===== config.mk =====
export PLATFORM = sky130hd
export DESIGN_NAME = regfile_write_arbiter
export DESIGN_NICKNAME = d
export VERILOG_FILES = /design/src/rtl/regfile_write_arbiter.sv
export SDC_FILE = /design/constraint.sdc
export NUM_CORES = 1
export LEC_CHECK = 0
export ABC_AREA = 1
export CORE_UTILIZATION = 46
export DETAILED_ROUTE_END_ITERATION = 8
export PLACE_DENSITY = 0.87
export SLEW_MARGIN = 10
export SYNTH_ARGS = -nofsm -noshare
export SYNTH_HDL_FRONTEND = slang
export SYNTH_SLANG_ARGS = --single-unit

===== constraint.sdc =====
create_clock -name CLK -period 4.7 [get_ports CLK]
set_input_delay 0.705 -clock CLK [delete_from_list [all_inputs] [get_ports CLK]]
set_output_delay 0.705 -clock CLK [all_outputs]
set_load 0.05 [all_outputs]

===== src/rtl/regfile_write_arbiter.sv =====
// Register-file write-port owner: two-writer round-robin arbiter
// plus a sequencer that zeroes x1..x(XLEN-1) on command.
module regfile_write_arbiter #(
  parameter int N = 32,
  parameter int XLEN = 32,
  localparam int AW = $clog2(XLEN)
) (
  input  logic          CLK,
  input  logic          RST,
  input  logic          REQ0_VALID,
  output logic          REQ0_READY,
  input  logic [AW-1:0] REQ0_ADDR,
  input  logic [N-1:0]  REQ0_DATA,
  input  logic          REQ1_VALID,
  output logic          REQ1_READY,
  input  logic [AW-1:0] REQ1_ADDR,
  input  logic [N-1:0]  REQ1_DATA,
  input  logic          CLR_START,
  output logic          CLR_BUSY,
  output logic          CLR_DONE,
  output logic          WE3,
  output logic [AW-1:0] A3,
  output logic [N-1:0]  WD3
);

  typedef enum logic [1:0] {
    IDLE,
    CLEAR,
    DONE
  } state_t;

  state_t      state;
  logic        ptr;
  logic [AW:0] cnt;
  logic        xfer0;
  logic        xfer1;
  logic        open;

  // ptr=0 favours port 0, ptr=1 favours port 1
  always_comb begin
    REQ0_READY = 1'b0;
    REQ1_READY = 1'b0;
    open = (state == IDLE) && !CLR_START;
    if (open) begin
      if (REQ0_VALID && REQ1_VALID) begin
        REQ0_READY = !ptr;
        REQ1_READY = ptr;
      end else begin
        REQ0_READY = REQ0_VALID;
        REQ1_READY = REQ1_VALID;
      end
    end
    xfer0 = REQ0_VALID && REQ0_READY;
    xfer1 = REQ1_VALID && REQ1_READY;
  end

  always_ff @(posedge CLK or negedge RST) begin
    if (!RST) begin
      state    <= IDLE;
      ptr      <= 1'b0;
      cnt      <= '0;
      WE3      <= 1'b0;
      A3       <= '0;
      WD3      <= '0;
      CLR_BUSY <= 1'b0;
      CLR_DONE <= 1'b0;
    end else begin
      unique case (state)
        IDLE: begin
          CLR_DONE <= 1'b0;
          if (CLR_START) begin
            state    <= CLEAR;
            cnt      <= (AW+1)'(1);
            CLR_BUSY <= 1'b1;
            WE3      <= 1'b0;
          end else if (xfer0) begin
            WE3 <= (REQ0_ADDR != '0);
            ptr <= 1'b1;
            if (REQ0_ADDR != '0) begin
              A3  <= REQ0_ADDR;
              WD3 <= REQ0_DATA;
            end
          end else if (xfer1) begin
            WE3 <= (REQ1_ADDR != '0);
            ptr <= 1'b0;
            if (REQ1_ADDR != '0) begin
              A3  <= REQ1_ADDR;
              WD3 <= REQ1_DATA;
            end
          end else begin
            WE3 <= 1'b0;
          end
        end
        CLEAR: begin
          WE3 <= 1'b1;
          A3  <= cnt[AW-1:0];
          WD3 <= '0;
          cnt <= cnt + 1'b1;
          if (cnt == (AW+1)'(XLEN-1))
            state <= DONE;
        end
        DONE: begin
          WE3      <= 1'b0;
          CLR_BUSY <= 1'b0;
          CLR_DONE <= 1'b1;
          state    <= IDLE;
        end
        default: state <= IDLE;
      endcase
    end
  end

endmodule


; Yosys cells after proc, flatten, opt, wreduce, memory -nomap -nowiden
; Cells that the tools add are included.
[totals]
regBits = 49
latchBits = 0
mem_bits_rw = 0
rom_bits = 0
in_bits = 79
output_inout_bits = 42
n_memories = 0
[op_classes]
addsub = 1
multipliers = 0
div_mod_pow = 0
order_cmp = 0
n_eq_ne = 9
shifts = 0
mux = 30
bitwise = 1
reduce_logical = 18
[op_table]
columns = cell, n
row1 = $mux 32, 5
row2 = $pmux 32 s2, 1
row3 = $mux 5, 5
row4 = $pmux 6 s2, 1
row5 = $mux 1, 10
row6 = $pmux 5 s2, 1
row7 = $reduce_bool 5->1, 2
row8 = $add 6x1->6 const B, 1
row9 = $eq 6x5->1 const B, 1
row10 = $mux 6, 1
row11 = $ne 2x2->1 const B, 3
row12 = $ne 3x2->1 const B, 2
row13 = $reduce_and 2->1, 3
row14 = $reduce_bool 2->1, 3
row15 = $reduce_and 5->1, 1
row16 = $logic_and 1x1->1, 4
row17 = $mux 2, 2
row18 = $pmux 1 s2, 2
row19 = $pmux 2 s2, 1
row20 = $ne 3x3->1 const B, 1
row21 = $pmux 1 s3, 1
row22 = $reduce_and 3->1, 1
row23 = $reduce_bool 3->1, 1
row24 = $eq 2x1->1 const B, 1
row25 = 4 further kinds, 5

; Logic depth before layout (Yosys ltp)
[depth]
ltp_word = 8
mapped_depth = 12
ltp_nobuf = 10

; Least setup slack after synthesis
; Ideal clock, no wire load.
[synth_path]
kind = register to register
startpoint = reg state[0]
endpoint = reg A3[0]
setup_time_ps = 118
arrival_ps = 2192
required_ps = 4582
path_slack_ps = 2390
stages_incl_launch_ff = 12
path_buffers = 2
synth_period_minus_slack_ps = 2310
path_cell_list = dfrtp_1 > inv_1 > ha_1 > buf_4 > nand3_1 > nor2_1 > nand2_1 > nand3_1 > nand2_2 > buf_2 > nand2_1 > nand2_1
[synth_lines]
columns = element, line_no
row1 = "start, declared", 32  ; state_t state;
row2 = "start signal, assigned", 59  ; state <= IDLE;
row3 = "start signal, assigned", 72  ; state <= CLEAR;
row4 = "start signal, assigned", 100  ; state <= DONE;
row5 = $logic_not 2->1, 43  ; open = (state == IDLE) && !CLR_START;
row6 = $logic_and 1x1->1, 43
row7 = $mux 1, 44  ; if (open) begin
row8 = net REQ1_READY, 15  ; output logic REQ1_READY,
row9 = $logic_and 1x1->1, 54  ; xfer1 = REQ1_VALID && REQ1_READY;
row10 = $ne 3x3->1 (no line), -
row11 = $reduce_and 5->1 (no line), -
row12 = "end signal, assigned", 96  ; A3 <= cnt[AW-1:0];
row13 = "end, declared", 22  ; output logic [AW-1:0] A3,
; The timed path passes the listed nets, and every way through them passes these cells. The select of a mux whose other input is x is not followed.
; A chain may end at the register's enable or synchronous reset.

; Worst setup path in the final report
[layout_path]
startpoint = in CLR_START
endpoint = out REQ0_READY
[layout_between]
elab_chain_len = 3
[layout_lines]
columns = element, line_no
row1 = "start, declared", 18  ; input logic CLR_START,
row2 = $logic_not 1->1, 43
row3 = $logic_and 1x1->1, 43
row4 = $mux 1, 44
row5 = "end, declared", 11  ; output logic REQ0_READY,
; No other way between the ends.

==> metrics.md <==
| Metric | Value |
|---|---|
| Crit Path Class | in -> out |
| Area fraction of the dominant cell type after synthesis | 44.3% |
| Synth top cells by count | 156 x nand2_1, 81 x nor2_1, 49 x dfrtp_1 |
| Hold path endpoint | A3[4]$_DFFE_PN0P_ |
| Starting Density | 49.1% |
| Post-CTS Hold Buffers | 0 |
| Initial antenna violation count | 0 |
| Max incr delay on CP | 0.87 ns |
| Crit-path cells | clkdlybuf4s50_1 -> inv_2 -> nand2_1 -> nor2_2 -> buf_4 -> clkdlybuf4s50_1 |
| Final setup viols | 0 |
| Number of synthesized flops with an enable pin | 0 |
| Chip height | approximately 80 um |
| Async SR Flop Fraction | 100% |
| Top post-synthesis cells by area | dfrtp_1 44%, nand2_1 21%, nor2_1 11%, o21ai_0 6.3%, inv_1 3.7% |
| First-pass GRT wire length | 12100 um |
| Seq/Total Area, Yosys | 44.3% |
| Crit Reg-Reg Endpoint | WD3[24]$_DFFE_PN0P_ |
| Synthesized Nets | 491 |
| Fmax | 294 MHz |
| Worst Skew | 0.00882 ns |
| Multi-input combinational cell area | 1330 um^2 |
| Worst Setup Start Kind | input pin |
| Syn Area/Cell | 6.82 um^2 |
| Drt pass-1 iters | 4 |
| Sum of negative setup slack | 0 ns |
| Die X | 79.6 um |
| HP Class | reg -> reg |
| Most common cell in the synthesized netlist | nand2_1 |
| Worst skew pair latency | 0.30 ns |
| Synth area leader | dfrtp_1 |
| Layout Nets | 600 |
| Ports | 121 |
| Max-Slew Margin vs Limit | 31.7% |
| Via/cell ratio | around 4.9 |
| Vias in the first global route | 2781 |
| Wire per inst | approximately 13 um |
| Area grow syn2layout | 47.5% |
| Hold Path Depth | 2 |
| DP HPWL | 5280 um |
| TritonCTS clock tree | done |
| PD cells | 729 nW/um^2 |
| Hold path start | A3[4]$_DFFE_PN0P_ |
| ANT cells | 0 |
| Clk slew on worst S/H paths | 0.08 ns |
| Die ar. | approximately 6300 um^2 |
| CP max FO | 38 |
| Largest net degree at the start of global routing | 50 |
| CTS H-tree lvls | 2 |
| Seq cells post-synth | between 40 and 50 |
| Cts bufs inserted | 5 |
| Most common flop cell mapped by yosys | dfrtp_1 |
| Cts repair resizes | 0 |
| # rows | 27 |
| PortBufs | 120 |
| Clk root buf | clkbuf_8 |
| Grt ovf | 0 |
| DRC | 0 |
| Most Frequent Cell on Critical Path | clkdlybuf4s50_1 |
| RSZ-0062 raised after global routing | false |
| Post-synthesis cell count | about 410 |
| Core box area | 5640 um^2 |
| Worst path slowest cell | clkdlybuf4s50_1 |
| Max Transition Viols Final | 0 |
| Crit path capture type | output port |
| Tot Pwr | 2.98 mW |
| Max IR drop VDD | around 0.73 mV |
| Fin crit period | about 3.4 ns |
| Reg-to-reg slack, setup | roughly 1.9 ns |
| Drt first-iter violations | 188 |
| RePlAce Congestion | 0.818 |
| Post-Route WL | 7500 um |
| DRT antenna net count | 0 |
| Vias | 2882 |
| Period utilization | 72.4% |
| Clock sink total | 49 |
| Tot GR Track Use | 24.2% |
| P_leak | around 2.0 nW |
| WP data arrival | around 2.7 ns |
| Critical R2R Launch | state[1]$_DFFE_PN0P_ |
| # fillers | 452 |
| Reg2reg path depth | 8 |
| Max_cap viols | 0 |
| Cell area after synthesis | 2770 um^2 |
| Slew @ Worst Pin | 1.02 ns |
| Warnings, synthesis | 0 |
| Yosys cell types | 22 |
| FF+latch area | approximately 1200 um^2 |
| Fraction of final layout cells sized beyond drive strength 1 | around 3.3% |
| Status | complete, no violations |
| Worst path required time | 3.99 ns |
| CTS max path bufs | 2 |
| Final hold vios | 0 |
| Top delay family on crit path | buffers and inverters |
| CP bufs+invs | 4 |
| Postcts setup bufs | 0 |
==> stage by stage <==
step	cells	cell area, um^2	hold slack (ns)	utilization (%)	worst slack [ns]
after global placement	580	3970	0.461	70.3	1.33
final	588	4090	0.483	72.4	1.29
after global routing	588	4090	0.494	72.4	1.17
after CTS	588	4090	0.488	72.4	1.27
after floorplan	406	2770	0.409	-	2.39
after detailed placement	580	3970	0.465	70.3	1.28
==> worst max path at each step <==
stage | depth (start not counted) | start | slack, ns | endpoint
global placement | 6 | CLR_START | 1.33 | REQ0_READY
floorplan | 11 | state[0]$_DFFE_PN0P_ | 2.39 | A3[0]$_DFFE_PN0P_
CTS | 6 | state[1]$_DFFE_PN0P_ | 1.27 | REQ0_READY
finish | 6 | CLR_START | 1.29 | REQ0_READY
detailed placement | 6 | CLR_START | 1.28 | REQ0_READY
global route | 6 | state[1]$_DFFE_PN0P_ | 1.17 | REQ0_READY
==> cells in the final DEF (no fill, tap or decap), drive strengths merged <==
cell type and n:
ha 6, clkinvlp 1, clkdlybuf4s50 119, nand3 14, a21oi 6, o211ai 1, nand4 3, or2 1
a2bb2oi 1, bufinv 1, o22ai 1, o21ai 36, nand2 157, inv 28, nor3 1, nor2 82
dfrtp 49, clkbuf 6, buf 3
==> worst min-delay path, cell delays in order, from the launching register on <==
cell	delay [ns]
dfrtp_1	0.35
nand2_1	0.05
nand2_1	0.06
==> kinds of logic (layout without fill, tap and decap cells) <==
kind of cell               after synthesis  in the layout  synth area share [%]
buffers and inverters                   48            158                  7.68
DFF                                     49             49                  44.3
and+or+nand+nor                        258            258                  36.9
adders and majority gates                6              6                  2.71
AOI/OAI and AO/OA                       45             45                  8.41
==> final cells by class <==
class / count / area share [%]
multi-input cells: 309 / 32.6
flip-flops and latches: 49 / 30.0
repair buffers: 122 / 29.6
inverters: 28 / 2.57
well taps: 72 / 2.21
clock buffers: 6 / 2.02
clock inverters: 2 / 0.919
==> state kept, by name, summed over array words and instances (netlist names) <==
signal,count
WD3,32
cnt,6
A3,5
state,2
CLR_BUSY,1
CLR_DONE,1
WE3,1
ptr,1
==> routing by layer <==
layer | GRT usage [%] | wire length [um]
met5 | 0 | 0
met4 | 8.55 | 122
met3 | 3.43 | 371
met2 | 44.5 | 3810
met1 | 28.3 | 3200
==> report_power, final <==
| group | internal [mW] | switching, mW |
|---|---|---|
| Clock | 0.173 | 0.142 |
| Sequential | 0.633 | 0.115 |
| Combinational | 0.609 | 1.31 |
Power figures use the tool's default switching activity.
